<file path="src/rtl/linescanner_frame_controller_pkg.sv">
`default_nettype none
// ============================================================================
// linescanner_frame_controller_pkg : shared defaults, FSM encodings, error bits
// Revision: 1.0
// ============================================================================
package linescanner_frame_controller_pkg;

    localparam int DEF_DATA_W          = 8;
    localparam int DEF_PIXELS_PER_LINE = 1024;
    localparam int DEF_LINE_W          = 16;
    localparam int DEF_LVAL_TIMEOUT    = 4096;

    localparam logic [2:0] ST_IDLE      = 3'd0;
    localparam logic [2:0] ST_ARM       = 3'd1;
    localparam logic [2:0] ST_WAIT_LVAL = 3'd2;
    localparam logic [2:0] ST_LINE      = 3'd3;
    localparam logic [2:0] ST_LINE_END  = 3'd4;
    localparam logic [2:0] ST_GAP       = 3'd5;

    localparam int ERR_TIMEOUT  = 0;
    localparam int ERR_SHORT    = 1;
    localparam int ERR_LONG     = 2;
    localparam int ERR_OVERFLOW = 3;

endpackage
`default_nettype wire

</file>
<file path="src/rtl/linescanner_frame_controller_if.sv">
`default_nettype none
// ============================================================================
// linescanner_frame_controller_if : pixel stream (tdata/tvalid/tready/tuser/tlast)
// Revision: 1.0
// ============================================================================
interface linescanner_frame_controller_if
    import linescanner_frame_controller_pkg::*;
#(
    parameter int DATA_W = DEF_DATA_W
);
    logic [DATA_W-1:0] tdata;
    logic              tvalid;
    logic              tready;
    logic              tuser;
    logic              tlast;

    modport master (output tdata, output tvalid, output tuser, output tlast, input tready);
    modport slave  (input tdata, input tvalid, input tuser, input tlast, output tready);
endinterface
`default_nettype wire

</file>
<file path="src/rtl/linescanner_frame_controller_pixel_framer.sv">
`default_nettype none
// ============================================================================
// linescanner_frame_controller_pixel_framer : one-deep pixel hold with SOF/EOL marking
// Revision: 1.0
// ============================================================================
module linescanner_frame_controller_pixel_framer
    import linescanner_frame_controller_pkg::*;
#(
    parameter int DATA_W = DEF_DATA_W
) (
    input  wire logic              pixel_clock,
    input  wire logic              reset,
    input  wire logic              capture,
    input  wire logic              lval,
    input  wire logic [DATA_W-1:0] data,
    input  wire logic              sof_arm,
    input  wire logic              flush,
    input  wire logic              discard,
    input  wire logic              tready,
    output logic      [DATA_W-1:0] tdata,
    output logic                   tvalid,
    output logic                   tuser,
    output logic                   tlast,
    output logic                   overflow
);

    logic [DATA_W-1:0] hold_data;
    logic              hold_valid;
    logic              hold_sof;
    logic              sof_pending;

    // No back-pressure: a beat presented while the sink is not ready is simply lost.
    assign overflow = tvalid & ~tready;

    always_ff @(posedge pixel_clock or posedge reset) begin
        if (reset) begin
            tdata       <= '0;
            tvalid      <= 1'b0;
            tuser       <= 1'b0;
            tlast       <= 1'b0;
            hold_data   <= '0;
            hold_valid  <= 1'b0;
            hold_sof    <= 1'b0;
            sof_pending <= 1'b0;
        end else begin
            tvalid <= 1'b0;
            tuser  <= 1'b0;
            tlast  <= 1'b0;
            if (discard) begin
                hold_valid  <= 1'b0;
                sof_pending <= 1'b0;
            end else begin
                if (sof_arm) begin
                    sof_pending <= 1'b1;
                end
                if (capture && lval) begin
                    if (hold_valid) begin
                        tvalid <= 1'b1;
                        tdata  <= hold_data;
                        tuser  <= hold_sof;
                    end
                    hold_data   <= data;
                    hold_valid  <= 1'b1;
                    hold_sof    <= sof_pending;
                    sof_pending <= 1'b0;
                end else if (flush && hold_valid) begin
                    tvalid     <= 1'b1;
                    tdata      <= hold_data;
                    tuser      <= hold_sof;
                    tlast      <= 1'b1;
                    hold_valid <= 1'b0;
                end
            end
        end
    end

endmodule
`default_nettype wire

</file>
<file path="src/rtl/linescanner_frame_controller.sv">
`default_nettype none
// ============================================================================
// linescanner_frame_controller : sequences line captures into a framed pixel stream
// Revision: 1.0
// ============================================================================
module linescanner_frame_controller
    import linescanner_frame_controller_pkg::*;
#(
    parameter int DATA_W          = DEF_DATA_W,
    parameter int PIXELS_PER_LINE = DEF_PIXELS_PER_LINE,
    parameter int LINE_W          = DEF_LINE_W,
    parameter int LVAL_TIMEOUT    = DEF_LVAL_TIMEOUT
) (
    input  wire logic              pixel_clock,
    input  wire logic              reset,
    input  wire logic              start,
    input  wire logic              abort,
    input  wire logic              continuous,
    input  wire logic [LINE_W-1:0] num_lines,
    input  wire logic [7:0]        line_gap,
    output logic                   capture_enable,
    input  wire logic              lval,
    input  wire logic [DATA_W-1:0] data,
    linescanner_frame_controller_if.master m_axis,
    output logic                   busy,
    output logic                   frame_done,
    output logic      [LINE_W-1:0] line_count,
    output logic      [3:0]        err_flags
);

    localparam int                PIX_W      = $clog2(PIXELS_PER_LINE) + 1;
    localparam int                TO_W       = $clog2(LVAL_TIMEOUT) + 1;
    localparam logic [PIX_W-1:0]  PIX_MAX    = '1;
    localparam logic [PIX_W-1:0]  PIX_EXPECT = PIX_W'(PIXELS_PER_LINE);
    localparam logic [TO_W-1:0]   TO_LAST    = TO_W'(LVAL_TIMEOUT - 1);

    logic [2:0]        state;
    logic              cont_q;
    logic [LINE_W-1:0] num_lines_q;
    logic [7:0]        line_gap_q;
    logic [7:0]        gap_cnt;
    logic [PIX_W-1:0]  pix_cnt;
    logic [TO_W-1:0]   to_cnt;
    logic              new_frame;

    logic start_ok;
    logic gap_done;
    logic last_line;
    logic sof_arm;
    logic capture;
    logic flush;
    logic overflow;

    assign start_ok  = (state == ST_IDLE) && start && !abort && (num_lines != '0);
    assign gap_done  = (state == ST_GAP) && (gap_cnt == line_gap_q);
    assign last_line = (line_count + LINE_W'(1)) == num_lines_q;
    assign sof_arm   = start_ok || (gap_done && new_frame && !abort);
    assign capture   = (state == ST_WAIT_LVAL) || (state == ST_LINE);
    assign flush     = (state == ST_LINE) && !lval;
    assign busy      = (state != ST_IDLE);

    linescanner_frame_controller_pixel_framer #(
        .DATA_W (DATA_W)
    ) u_framer (
        .pixel_clock (pixel_clock),
        .reset       (reset),
        .capture     (capture),
        .lval        (lval),
        .data        (data),
        .sof_arm     (sof_arm),
        .flush       (flush),
        .discard     (abort),
        .tready      (m_axis.tready),
        .tdata       (m_axis.tdata),
        .tvalid      (m_axis.tvalid),
        .tuser       (m_axis.tuser),
        .tlast       (m_axis.tlast),
        .overflow    (overflow)
    );

    always_ff @(posedge pixel_clock or posedge reset) begin
        if (reset) begin
            state          <= ST_IDLE;
            cont_q         <= 1'b0;
            num_lines_q    <= '0;
            line_gap_q     <= '0;
            gap_cnt        <= '0;
            pix_cnt        <= '0;
            to_cnt         <= '0;
            new_frame      <= 1'b0;
            capture_enable <= 1'b0;
            frame_done     <= 1'b0;
            line_count     <= '0;
            err_flags      <= '0;
        end else begin
            frame_done <= 1'b0;
            if (abort) begin
                state          <= ST_IDLE;
                capture_enable <= 1'b0;
            end else begin
                case (state)
                    ST_IDLE: begin
                        if (start_ok) begin
                            cont_q      <= continuous;
                            num_lines_q <= num_lines;
                            line_gap_q  <= line_gap;
                            err_flags   <= '0;
                            line_count  <= '0;
                            new_frame   <= 1'b0;
                            state       <= ST_ARM;
                        end
                    end
                    ST_ARM: begin
                        capture_enable <= 1'b1;
                        to_cnt         <= '0;
                        pix_cnt        <= '0;
                        state          <= ST_WAIT_LVAL;
                    end
                    ST_WAIT_LVAL: begin
                        // The pixel that arrives with the lval rise is the first of the line.
                        if (lval) begin
                            capture_enable <= 1'b0;
                            pix_cnt        <= PIX_W'(1);
                            state          <= ST_LINE;
                        end else if (to_cnt >= TO_LAST) begin
                            err_flags[ERR_TIMEOUT] <= 1'b1;
                            capture_enable         <= 1'b0;
                            state                  <= ST_IDLE;
                        end else begin
                            to_cnt <= to_cnt + TO_W'(1);
                        end
                    end
                    ST_LINE: begin
                        if (lval) begin
                            if (pix_cnt != PIX_MAX) begin
                                pix_cnt <= pix_cnt + PIX_W'(1);
                            end
                        end else begin
                            state <= ST_LINE_END;
                        end
                    end
                    ST_LINE_END: begin
                        if (pix_cnt < PIX_EXPECT) begin
                            err_flags[ERR_SHORT] <= 1'b1;
                        end
                        if (pix_cnt > PIX_EXPECT) begin
                            err_flags[ERR_LONG] <= 1'b1;
                        end
                        line_count <= line_count + LINE_W'(1);
                        gap_cnt    <= '0;
                        if (last_line) begin
                            frame_done <= 1'b1;
                            if (cont_q) begin
                                new_frame <= 1'b1;
                                state     <= ST_GAP;
                            end else begin
                                state <= ST_IDLE;
                            end
                        end else begin
                            state <= ST_GAP;
                        end
                    end
                    ST_GAP: begin
                        // line_count holds the finished frame's total until the next frame arms.
                        if (gap_done) begin
                            if (new_frame) begin
                                line_count <= '0;
                                new_frame  <= 1'b0;
                            end
                            state <= ST_ARM;
                        end else begin
                            gap_cnt <= gap_cnt + 8'd1;
                        end
                    end
                    default: begin
                        state <= ST_IDLE;
                    end
                endcase
            end
            if (overflow) begin
                err_flags[ERR_OVERFLOW] <= 1'b1;
            end
        end
    end

endmodule
`default_nettype wire
</file>
<file path="src/flat_wrapper.sv">
// flat-port wrapper written by rule: the top's interface ports become plain ports
module linescanner_frame_controller_flat import linescanner_frame_controller_pkg::*;
#(
    parameter int DATA_W          = DEF_DATA_W,
    parameter int PIXELS_PER_LINE = DEF_PIXELS_PER_LINE,
    parameter int LINE_W          = DEF_LINE_W,
    parameter int LVAL_TIMEOUT    = DEF_LVAL_TIMEOUT
)
  (pixel_clock, reset, start, abort, continuous, num_lines, line_gap, capture_enable, lval, data, busy, frame_done, line_count, err_flags, m_axis_tdata, m_axis_tvalid, m_axis_tuser, m_axis_tlast, m_axis_tready);
  linescanner_frame_controller_if #(.DATA_W(DATA_W)) m_axis_i ();
  input  wire logic pixel_clock;
  input  wire logic reset;
  input  wire logic start;
  input  wire logic abort;
  input  wire logic continuous;
  input  wire logic [LINE_W-1:0] num_lines;
  input  wire logic [7:0] line_gap;
  output logic capture_enable;
  input  wire logic lval;
  input  wire logic [DATA_W-1:0] data;
  output logic busy;
  output logic frame_done;
  output logic      [LINE_W-1:0] line_count;
  output logic      [3:0] err_flags;
  output wire logic [$bits(m_axis_i.tdata)-1:0] m_axis_tdata;
  output wire logic [$bits(m_axis_i.tvalid)-1:0] m_axis_tvalid;
  output wire logic [$bits(m_axis_i.tuser)-1:0] m_axis_tuser;
  output wire logic [$bits(m_axis_i.tlast)-1:0] m_axis_tlast;
  input wire logic [$bits(m_axis_i.tready)-1:0] m_axis_tready;
  assign m_axis_tdata = m_axis_i.tdata;
  assign m_axis_tvalid = m_axis_i.tvalid;
  assign m_axis_tuser = m_axis_i.tuser;
  assign m_axis_tlast = m_axis_i.tlast;
  assign m_axis_i.tready = m_axis_tready;
  linescanner_frame_controller #(.DATA_W(DATA_W), .PIXELS_PER_LINE(PIXELS_PER_LINE), .LINE_W(LINE_W), .LVAL_TIMEOUT(LVAL_TIMEOUT)) u_core (.pixel_clock(pixel_clock), .reset(reset), .start(start), .abort(abort), .continuous(continuous), .num_lines(num_lines), .line_gap(line_gap), .capture_enable(capture_enable), .lval(lval), .data(data), .m_axis(m_axis_i), .busy(busy), .frame_done(frame_done), .line_count(line_count), .err_flags(err_flags));
endmodule
</file>
<file path="config.mk">
export PLATFORM = sky130hd
export DESIGN_NAME = linescanner_frame_controller_flat
export DESIGN_NICKNAME = d
export VERILOG_FILES = /design/src/rtl/linescanner_frame_controller_pkg.sv /design/src/rtl/linescanner_frame_controller_if.sv /design/src/rtl/linescanner_frame_controller_pixel_framer.sv /design/src/rtl/linescanner_frame_controller.sv /design/src/flat_wrapper.sv
export SDC_FILE = /design/constraint.sdc
export NUM_CORES = 1
export LEC_CHECK = 0
export ABC_AREA = 1
export ABC_CLOCK_PERIOD_IN_PS = 3130
export CAP_MARGIN = 15
export CORE_ASPECT_RATIO = 0.7
export CORE_MARGIN = 1.5
export CORE_UTILIZATION = 40
export CTS_BUF_LIST = sky130_fd_sc_hd__clkbuf_4 sky130_fd_sc_hd__clkbuf_8 sky130_fd_sc_hd__clkbuf_16
export CTS_CLUSTER_SIZE = 14
export DETAILED_ROUTE_END_ITERATION = 6
export PLACE_DENSITY = 0.66
export SYNTH_ARGS = -nofsm -noshare
export SYNTH_HDL_FRONTEND = slang
export SYNTH_HIERARCHICAL = 1
export SYNTH_SLANG_ARGS = --single-unit
</file>
<file path="constraint.sdc">
create_clock -name pixel_clock -period 3.13 [get_ports pixel_clock]
set_clock_uncertainty 0.05 [all_clocks]
set_input_delay 0.4695 -clock pixel_clock [delete_from_list [all_inputs] [get_ports pixel_clock]]
set_output_delay 0.4695 -clock pixel_clock [all_outputs]
set_load 0.02 [all_outputs]
</file>
; ---- After elaboration in Yosys (flattened, before gate mapping)
; Index checks and enable logic that the tools add are counted.
; W data, S select, Z words.
[totals]
in_bits = 39
regBits = 105
[op_classes]
bitwise_logic = 3
mux = 63
n_reduce_logical = 42
n_eq_ne = 28
n_lt_le_gt_ge = 3
n_addsub = 4
[op_table]
columns = cell, count
row1 = $mux W16, 3
row2 = $pmux W16 S3, 1
row3 = $mux W11, 3
row4 = $pmux W11 S3, 1
row5 = $mux W1, 32
row6 = $mux W8, 4
row7 = $mux W13, 2
row8 = $pmux W13 S2, 1
row9 = $mux W3, 8
row10 = $pmux W3 S6, 1
row11 = $reduce_bool A3 Y1, 6
row12 = $add A16 B1 Y16 const B, 1
row13 = $eq A16 B16 Y1, 1
row14 = $ne A2 B1 Y1 const B, 8
row15 = $ne A2 B2 Y1 const B, 8
row16 = $pmux W8 S2, 1
row17 = $reduce_and A4 Y1, 4
row18 = $reduce_bool A16 Y1, 1
row19 = $reduce_and A5 Y1, 3
row20 = $reduce_bool A2 Y1, 7
row21 = $add A13 B1 Y13 const B, 1
row22 = $ge A13 B12 Y1 const B, 1
row23 = $reduce_and A3 Y1, 4
row24 = $add A11 B1 Y11 const B, 1
row25 = other kinds (23), 40

; ---- Depth between registers and ports, before layout
[logic_depth]
depth_word = 8
depth_mapped = 16

; ---- Modules after synthesis
; Netlist, hierarchy kept.
[modules_own_cells]
columns = module, area_per_inst_um2, cells_per_inst, seq_area_each_um2, instances
row1 = linescanner_frame_controller, 4780.8, 642, 2077.0, 1
row2 = linescanner_frame_controller_pixel_framer, 875.8, 95, 550.5, 1

; ---- Worst setup path before layout
; Ideal clock, no wire load.
[synth_timing]
path_type = register to register
from = register u_core.line_count[0]
to = register u_core.state[0]
path_stages_with_launch = 15
slack_ps = 1098
t_arrival_ps = 1865
period_less_slack_ps = 2032
required_ps = 2963
setup_ps = 117
path_cell_list = dfrtp_1 -> ha_1 -> nand2_1 -> nor2_4 -> nand3_1 -> nand3_1 -> nand2_1 -> nor2_1 -> nand2_1 -> nor2_2 -> nand4_1 -> nand2_1 -> nand2_1 -> nand2_1 -> nand2_1
[synth_via]
elab_chain_cells = 5
[synth_lines]
columns = element, line_no
row1 = from (decl), linescanner_frame_controller.sv:27  ; output logic [LINE_W-1:0] line_count,
row2 = from (signal assigned), linescanner_frame_controller.sv:149  ; line_count <= line_count + LINE_W'(1);
row3 = $add A16 B1 Y16, linescanner_frame_controller.sv:56  ; assign last_line = (line_count + LINE_W'(1)) == num_lines_q;
row4 = $eq A16 B16 Y1, linescanner_frame_controller.sv:56
row5 = $mux W3, linescanner_frame_controller.sv:151  ; if (last_line) begin
row6 = $pmux W3 S6, linescanner_frame_controller.sv:101  ; case (state)
row7 = $mux W3, linescanner_frame_controller.sv:97  ; if (abort) begin
row8 = to (signal assigned), linescanner_frame_controller.sv:98  ; state <= ST_IDLE;
row9 = to (signal assigned), linescanner_frame_controller.sv:155  ; state <= ST_GAP;
row10 = to (signal assigned), linescanner_frame_controller.sv:157  ; state <= ST_IDLE;
row11 = to (decl), linescanner_frame_controller.sv:37  ; logic [2:0] state;
; Every way passes these cells.
; A chain may end at the register's enable or synchronous reset.

; ---- Worst setup path in the final report
[layout_timing]
from = register u_core.line_count[0]
to = register u_core.state[2]
; The elaborated chain is that of the path after synthesis.

==> summary.md <==
| Metric | Value |
|---|---|
| Worst Path Arrival | 2.61 ns |
| Slowest-stage cell, CP | dfrtp_1 |
| CTS Sinks | 105 |
| Synth Flop Type | dfrtp_1 |
| IO Pins | 73 |
| Cells after synthesis | 737 |
| Post-Syn Area per Cell | 7.675 sq um |
| RSZ-0062 raised after global routing | false |
| Async set-reset flop share out of synthesis | 100.0% |
| Leak | 3.198 nW |
| Max IR drop VDD | 0.3306 mV |
| Register area share after synthesis | 46.45% |
| Post-CTS Resized | 0 |
| Ratio of cells with drive above 1 in the final layout | 8.680% |
| Number of remaining DRC errors | 0 |
| WL final | 13500 um |
| Setup Total Neg Slack | 0 ns |
| Startpoint Class | flip-flop |
| Cell count after placement | 992 |
| DRT iter0 DRCs | 301 |
| Initial antenna violation count | 0 |
| Worst slew margin relative to its limit | 46.42% |
| Final setup fails | 0 |
| R2R setup slack | 0.70 ns |
| Core box area | 13870 sq um |
| Max_cap viols | 0 |
| Post-route setup slack | 0.7025 ns |
| Setup repair bufs after CTS | 0 |
| Crit path top cell by count | nand2_1 |
| Worst hold margin | 0.4019 ns |
| Outcome | finished clean |
| End of the worst register-to-register path | u_core/state[2] |
| Max stage delay on crit path | 0.52 ns |
| Yosys warns | 6 |
| Nets | 857 |
| Total CTS buffers | 9 |
| Layout overhead on the synthesized area | 21.54% |
| Vias/cell | 4.877 |
| Fmax achieved | 411.9 MHz |
| CP max FO | 10 |
| DR WL/cell | 13.39 um |
| Die W | 145.1 um |
| Crit Path Class | reg2reg |
| Overall die height | 102.5 um |
| Initial Util | 40.77% |
| CP endpoint kind | flip-flop |
| Post-route minimum period | 2.428 ns |
| Vias after detailed routing | 4916 |
| Placed wire-length estimate | 10160 um |
| Clk_lat worst skew | 0.35 ns |
| PD cells | 659.5 nW/um^2 |
| Synth Net Count | 781 |
| First-pass GRT wire length | 22810 um |
| CTS tree | built |
| Reg2reg start | u_core/line_count[0] |
| GRT Residual Overflow | 0 |
| Yosys reg bits | 105 |
| Worst Max-Slew Pin Slew | 0.8028 ns |
| Tot GR Track Use | 19.22% |
| Synth unique cells | 40 |
| Hold crit path type | in2async |
| Vias in the first global route | 4464 |
| EDFF count, synth | 0 |
| Mapped Area | 5657 sq um |
| Register-to-Register Path Depth | 16 |
| Site Rows | 36 |
| Root Driver | clkbuf_16 |
| CTS H-tree lvls | 3 |
| Crit-path cells | ha_1, nand2_1, nor2_4, nand2_2, nand2_1, nand2_1, nand2_1, nand2_1, nor2_1, nand2_1, nor2_2, nand4_1, nand2_1, nand2_1, nand2_1, nand2_1 |
| DR pass1 iterations | 5 |
| Die area | 14880 sq um |
| CTS max path bufs | 2 |
| Final GP Congestion | 0.8389 |
| Layout Cells excl Fill | 1008 |
| Final Hold Fails | 0 |
| FILL cells | 1414 |
| Crit share post-route | 77.56% |
| Worst Path Required | 3.31 ns |
| Clock transition at path regs | 0.08 ns |
| Max-slew violations | 0 |
| Hold-fix buffers at CTS | 0 |
| # port buffers | 72 |
| Antenna Violating Nets Remaining | 0 |
| # diodes | 0 |
| Largest net degree at the start of global routing | 66 |
| DP Worst Slack | 0.6649 ns |
-- final cells by class --
type / count / area [sq um] / share of cell area [%]
inverter: 113 / 425.4 / 6.187
sequential: 105 / 2628 / 38.22
clock inverter: 7 / 65.06 / 0.9463
tap: 190 / 237.7 / 3.458
multi-input combinational: 509 / 2539 / 36.92
clock buffer: 9 / 225.2 / 3.276
timing repair buffer: 75 / 755.7 / 10.99
-- synthesized netlist by cell type, types with 2 or more instances --
cell type	number	share of area, %
xor2_1	5	0.77
nand3_1	52	4.6
nand2_2	9	1.0
nor3b_1	2	0.27
o21ai_0	48	4.2
inv_1	101	6.7
o211ai_1	2	0.27
buf_2	4	0.35
nor3_1	15	1.3
nor2_1	49	3.3
or2_2	4	0.44
nand4_1	20	2.2
nand2_4	2	0.40
buf_6	3	0.60
o2111ai_1	4	0.62
nor4_1	5	0.55
a21oi_1	16	1.4
nand3b_1	6	0.80
o22ai_1	7	0.77
ha_1	5	1.1
o31ai_1	4	0.53
nor2_4	9	1.8
o21ai_1	10	0.88
inv_2	11	0.73
dfrtp_1	105	46
xnor2_1	2	0.31
nand3_2	3	0.53
nor2_2	11	1.2
nand2_1	211	14
clkbuf_1	2	0.13
-- worst max-delay path by stage --
stage	start	endpoint	slack, ns	cells after the start
floorplan	reset	u_core/capture_enable	0.47	1
global placement	abort	u_core/line_count[15]	0.76	12
detailed placement	abort	u_core/line_count[1]	0.66	12
CTS	u_core/line_count[0]	u_core/state[2]	0.72	16
global route	u_core/line_count[0]	u_core/state[0]	0.47	16
finish	u_core/line_count[0]	u_core/state[2]	0.70	16
-- placed cells by master (no fill, tap or decap), types with 3 or more instances in the layout --
| cell type | Yosys | layout |
|---|---|---|
| nand2_1 | 211 | 211 |
| dfrtp_1 | 105 | 105 |
| inv_1 | 101 | 100 |
| clkdlybuf4s50_1 | 0 | 72 |
| nand3_1 | 52 | 52 |
| nor2_1 | 49 | 49 |
| o21ai_0 | 48 | 48 |
| nand4_1 | 20 | 20 |
| a21oi_1 | 16 | 16 |
| nor3_1 | 15 | 15 |
| inv_2 | 11 | 11 |
| nor2_2 | 11 | 11 |
| o21ai_1 | 10 | 10 |
| clkbuf_16 | 0 | 9 |
| nor2_4 | 9 | 9 |
| nand2_2 | 9 | 9 |
| o22ai_1 | 7 | 7 |
| nand3b_1 | 6 | 6 |
| nor4_1 | 5 | 5 |
| xor2_1 | 5 | 5 |
| ha_1 | 5 | 5 |
| clkinv_4 | 0 | 4 |
| or2_2 | 4 | 4 |
| o2111ai_1 | 4 | 4 |
| o31ai_1 | 4 | 4 |
| nand3_2 | 3 | 3 |
-- kinds of logic (layout without fill, tap and decap cells) --
family / count (synthesis) / after routing / share of synthesized area, %
fa+ha+maj: 5 / 5 / 1.106
simple gates: 399 / 399 / 32.67
buf+inv: 123 / 204 / 8.670
compound gates: 97 / 97 / 9.622
xor+xnor: 8 / 8 / 1.482
flops: 105 / 105 / 46.45
-- stage by stage --
| step | power [mW] | area, sq um | utilization (%) |
|---|---|---|---|
| 2_1_floorplan | 2.970 | 5657 | - |
| 3_3_place_gp | 3.425 | 6585 | 47.47 |
| 3_5_place_dp | 3.453 | 6585 | 47.47 |
| 4_1_cts | 4.569 | 6875 | 49.56 |
| 5_1_grt | 4.870 | 6875 | 49.56 |
| 6_report | 4.535 | 6875 | 49.56 |
-- sequential cells by signal, summed over array words and instances, names as in the netlist, 3 cells and up --
name                       count
u_core/err_flags               4
u_core/gap_cnt                 8
u_core/line_count             16
u_core/line_gap_q              8
u_core/num_lines_q            16
u_core/pix_cnt                11
u_core/state                   3
u_core/to_cnt                 13
u_core/u_framer/hold_data      8
u_core/u_framer/tdata          8
-- metal layers --
layer | GRT usage [%] | vias up | wire (um)
li1 | - | 2533 | -
met1 | 29.43 | 2256 | 7260
met2 | 27.53 | 116 | 5383
met3 | 4.336 | 11 | 714
met4 | 4.317 | 0 | 136
met5 | 0 | - | 0
-- where the power goes --
| part | internal (mW) | switching (mW) |
|---|---|---|
| combinational | 0.570 | 0.888 |
| sequential | 1.69 | 0.282 |
| clock | 0.557 | 0.542 |
| total | 2.82 | 1.71 |
-- worst max-delay path: cells and delay by family, from the launching register on --
family | cells | cell delay (ns)
adders and majority gates | 1 | 0.25
DFF | 1 | 0.52
and+or+nand+nor | 15 | 1.50
(Power assumes the default switching activity.)
